[config.mk]
export PLATFORM = sky130hd
export DESIGN_NAME = response_uart_tx
export DESIGN_NICKNAME = d
export VERILOG_FILES = /design/src/rtl/response_uart_tx.sv
export SDC_FILE = /design/constraint.sdc
export NUM_CORES = 1
export LEC_CHECK = 0
export ABC_CLOCK_PERIOD_IN_PS = 2100
export CORE_MARGIN = 10
export CORE_UTILIZATION = 49
export DETAILED_ROUTE_END_ITERATION = 10
export PLACE_DENSITY = 0.75
export SKIP_CTS_REPAIR_TIMING = 1
export SYNTH_ARGS = -nofsm -noshare
export SYNTH_HDL_FRONTEND = slang
export SYNTH_SLANG_ARGS = --single-unit
export TNS_END_PERCENT = 10
[constraint.sdc]
create_clock -name clock -period 2.1 [get_ports clock]
set_input_delay 0.315 -clock clock [delete_from_list [all_inputs] [get_ports clock]]
set_output_delay 0.315 -clock clock [all_outputs]
set_load 0.05 [all_outputs]
[src/rtl/response_uart_tx.sv]
// Sends each full PUF response byte as one 8N1 UART frame, then pulses
// ack_reset to clear the race bit buffer and re-arm it.
module response_uart_tx #(
  parameter int CLKS_PER_BIT     = 104,
  parameter int ACK_PULSE_CYCLES = 4
) (
  input  logic       clock,
  input  logic       reset,
  input  logic       ready_to_read,
  input  logic [7:0] data_in,
  input  logic       tx_enable,
  output logic       tx,
  output logic       busy,
  output logic       ack_reset,
  output logic [7:0] frames_sent
);
  localparam int BW = $clog2(CLKS_PER_BIT);
  localparam int AW = (ACK_PULSE_CYCLES > 1) ? $clog2(ACK_PULSE_CYCLES) : 1;
  localparam logic [BW-1:0] BAUD_LOAD = BW'(CLKS_PER_BIT - 1);
  localparam logic [AW-1:0] ACK_LOAD  = AW'(ACK_PULSE_CYCLES - 1);

  typedef enum logic [2:0] {IDLE, START, DATA, STOP, ACK} state_t;

  state_t        state;
  logic [7:0]    shreg;
  logic [BW-1:0] baud;
  logic [2:0]    bit_idx;
  logic [AW-1:0] ack_cnt;

  always_ff @(posedge clock or posedge reset) begin
    if (reset) begin
      state       <= IDLE;
      tx          <= 1'b1;
      busy        <= 1'b0;
      ack_reset   <= 1'b0;
      frames_sent <= '0;
      shreg       <= '0;
      baud        <= '0;
      bit_idx     <= '0;
      ack_cnt     <= '0;
    end else begin
      case (state)
        IDLE: begin
          tx        <= 1'b1;
          busy      <= 1'b0;
          ack_reset <= 1'b0;
          if (ready_to_read && tx_enable) begin
            shreg   <= data_in;
            baud    <= BAUD_LOAD;
            bit_idx <= '0;
            tx      <= 1'b0;
            busy    <= 1'b1;
            state   <= START;
          end
        end
        START: begin
          if (baud == '0) begin
            baud  <= BAUD_LOAD;
            tx    <= shreg[0];
            state <= DATA;
          end else begin
            baud <= baud - 1'b1;
          end
        end
        DATA: begin
          // shreg[0] is always the bit on the line; shift after each bit
          if (baud == '0) begin
            baud <= BAUD_LOAD;
            if (bit_idx == 3'd7) begin
              tx    <= 1'b1;
              state <= STOP;
            end else begin
              bit_idx <= bit_idx + 1'b1;
              tx      <= shreg[1];
              shreg   <= {1'b0, shreg[7:1]};
            end
          end else begin
            baud <= baud - 1'b1;
          end
        end
        STOP: begin
          if (baud == '0) begin
            frames_sent <= frames_sent + 1'b1;
            ack_cnt     <= ACK_LOAD;
            ack_reset   <= 1'b1;
            state       <= ACK;
          end else begin
            baud <= baud - 1'b1;
          end
        end
        ACK: begin
          if (ack_cnt == '0) begin
            ack_reset <= 1'b0;
            busy      <= 1'b0;
            state     <= IDLE;
          end else begin
            ack_cnt <= ack_cnt - 1'b1;
          end
        end
        default: begin
          tx        <= 1'b1;
          busy      <= 1'b0;
          ack_reset <= 1'b0;
          state     <= IDLE;
        end
      endcase
    end
  end
endmodule
==> results.cfg <==
[pwr]
total_power_mw = 1.20
powerDensity_nw_per_um2 = 517
cellLeakagePower_nw = 0.989
ir_worst_vdd_v = 0.000388

[timing]
clock_skew_ps = 12.6
finalSetupViolations = 7
max_freq_ghz = 0.470
finalCriticalPeriod_ps = 2130
holdWs_ps = 339
worstMarginPinSlew_ps = 514
rsz0062_at_grt = yes
report.final.hold_viol_count = 0
period_share = 1.01
maxSlewHeadroom = 0.657
tns_ps = -131
slew_viol_final = 0
worst_slack_ps = -25.5

[worst_hold_path]
hold_path_class = in2async

[layout]
fin_util = 0.678
syn2layout_area_growth_pct = 31.0
final_cells = 249
fin_area_um2 = 2320
drive_gt1_frac = 0.281
num_antenna_cells = 0
fin_nets = 220
most-common-layout-cells = dfrtp_1, clkdlybuf4s50_1, buf_4, nand2_1, mux2_2
mostFrequentLayoutCell = dfrtp_1

[global_route]
grt.overflow.total = 0
grt_max_degree = 35
track_usage = 0.131
grt_pass1_wl_mm = 6.74
antenna_found_initial = 0
grt_pass1_vias = 1497

[clocking]
clock_latency_ps = 350
path_clk_slew_ps = 110
cts_buffers = 5
clock_tree.buffer_depth = 2
clock_sinks = 34
cts_tree = built
htree_num_levels = 2
cts-root-buf = clkbuf_4

[logic_synthesis]
synth_async_sr_flop_share = 1.00
synth_edf_count = 0
ys_warn_count = 0
synthCells = 162
syn_avg_cell_area_um2 = 10.9
synth_ff_type = dfrtp_1
ys_ff_latch = 34
syn-num-nets = 180
syn_area_um2 = 1770
ys_seq_area_frac = 0.482
ys_types = 45

[critical_path]
max_stage_delay_ps = 450
cpLargestDelayFamily = simple AND/OR/NAND/NOR gates
worstPathMaxFanout = 8
path_buf_inv = 2
start_kind = flip-flop
critPathRequiredTime_ps = 2340
crit_slowest_cell = or4b_4
worstSetupPathType = reg2reg
worstPathCellList = inv_2 -> ha_4 -> or4b_4 -> or3_4 -> a21oi_4 -> buf_12 -> mux2_4
cp_data_arrival_time_ps = 2360
end_kind = flip-flop

[placement]
placed_cell_area_um2 = 2200
post-dp-hpwl_mm = 2.94
io_buffers = 22
place_ws_ps = -86.9
dp.cells = 241
gp_congestion = 0.910

[flow_run]
maxCapViolations = 0

[floorplan]
rows = 21
ioPinCount = 23
fp.dieH_um = 80.1
core_um2 = 3420
start_util = 0.518
die_area_um2 = 6410
dieWidth_um = 80.1

[route]
dr_total_vias = 1440
viasPerCell = 5.78
drt.antenna.violating_nets = 0
wirelength_mm = 3.98
drc_errors = 0
drtIter0Drc = 77
drtPass1Iterations = 5
routedWlPerCell_um = 16.0

[run_status]
status = finished with violations
violations = negative setup slack
[power by group]
part           total, mW  internal [mW]  switching [mW]
clock network      0.468          0.246           0.222
logic             0.0622         0.0361          0.0261
registers          0.668          0.663         0.00474
total               1.20          0.945           0.253
[cells in the mapped netlist (all sizes together) (2+ instances only)]
cell type / number / area share
dfrtp: 33 / 0.47
mux2: 15 / 0.096
nand2: 9 / 0.019
inv: 8 / 0.017
a21oi: 7 / 0.026
nand4: 7 / 0.025
nor3: 7 / 0.020
xnor2: 7 / 0.035
ha: 6 / 0.042
o21ai: 6 / 0.017
and3: 5 / 0.018
clkbuf: 4 / 0.0085
nor2: 4 / 0.0085
o2bb2ai: 4 / 0.020
a22oi: 3 / 0.013
buf: 3 / 0.0085
or2: 3 / 0.011
a21o: 2 / 0.0092
a31oi: 2 / 0.0071
nand3: 2 / 0.0057
nor4: 2 / 0.0071
nor4b: 2 / 0.0099
or3: 2 / 0.0071
[worst register-to-register path: stages, from the launching register on]
cell and delay [ps]:
dfrtp_1 400, inv_2 80, ha_4 130, or4b_4 450, or3_4 360, a21oi_4 150, buf_12 150, mux2_4 300
[per-layer routing]
metal	GRT usage	part of all wire	vias to the layer above	wire length, um
li1	-	-	682	-
met1	0.145	0.41	698	1640
met2	0.217	0.50	49	1990
met3	0.0445	0.061	11	242
met4	0.0669	0.024	0	97
met5	0	0	-	0
[area by class of cell]
| class | count | area (um^2) |
|---|---|---|
| Clock inverter | 3 | 40.0 |
| Timing Repair Buffer | 40 | 372 |
| Inverter | 8 | 30.0 |
| Tap cell | 46 | 57.6 |
| Multi-Input combinational cell | 113 | 927 |
| Sequential cell | 34 | 852 |
| Fill cell | 262 | 1100 |
| Clock buffer | 5 | 37.5 |
[path summary, 6_finish.rpt]
kind | startpoint | slack [ps] | end | depth (start not counted)
worst max register to register | baud[1] | -30 | shreg[2] | 7
worst min-delay path | reset | 340 | frames_sent[0] | 3
worst min register to register | frames_sent[7] | 480 | frames_sent[7] | 1
max in group asynchronous | reset | 1420 | tx | 3
worst max-delay path | baud[1] | -30 | shreg[2] | 7
min in group clock | frames_sent[7] | 480 | frames_sent[7] | 1
[kinds of logic (layout without fill, tap and decap cells)]
family          count (synthesis)  in the layout  synth area share
simple gates                   48             48             0.155
compound gates                 35             35             0.146
flops                          34             34             0.482
mux                            16             16             0.101
buf+inv                        15             56            0.0340
xor+xnor                        8              8            0.0396
fa+ha+maj                       6              6            0.0425
[sequential cells by signal (all words and copies together), names as in the netlist]
| name | count |
|---|---|
| frames_sent | 8 |
| shreg | 8 |
| baud | 7 |
| bit_idx | 3 |
| state | 3 |
| ack_cnt | 2 |
| ack_reset | 1 |
| busy | 1 |
| tx | 1 |
No activity file was read; power rests on OpenSTA's default activity.
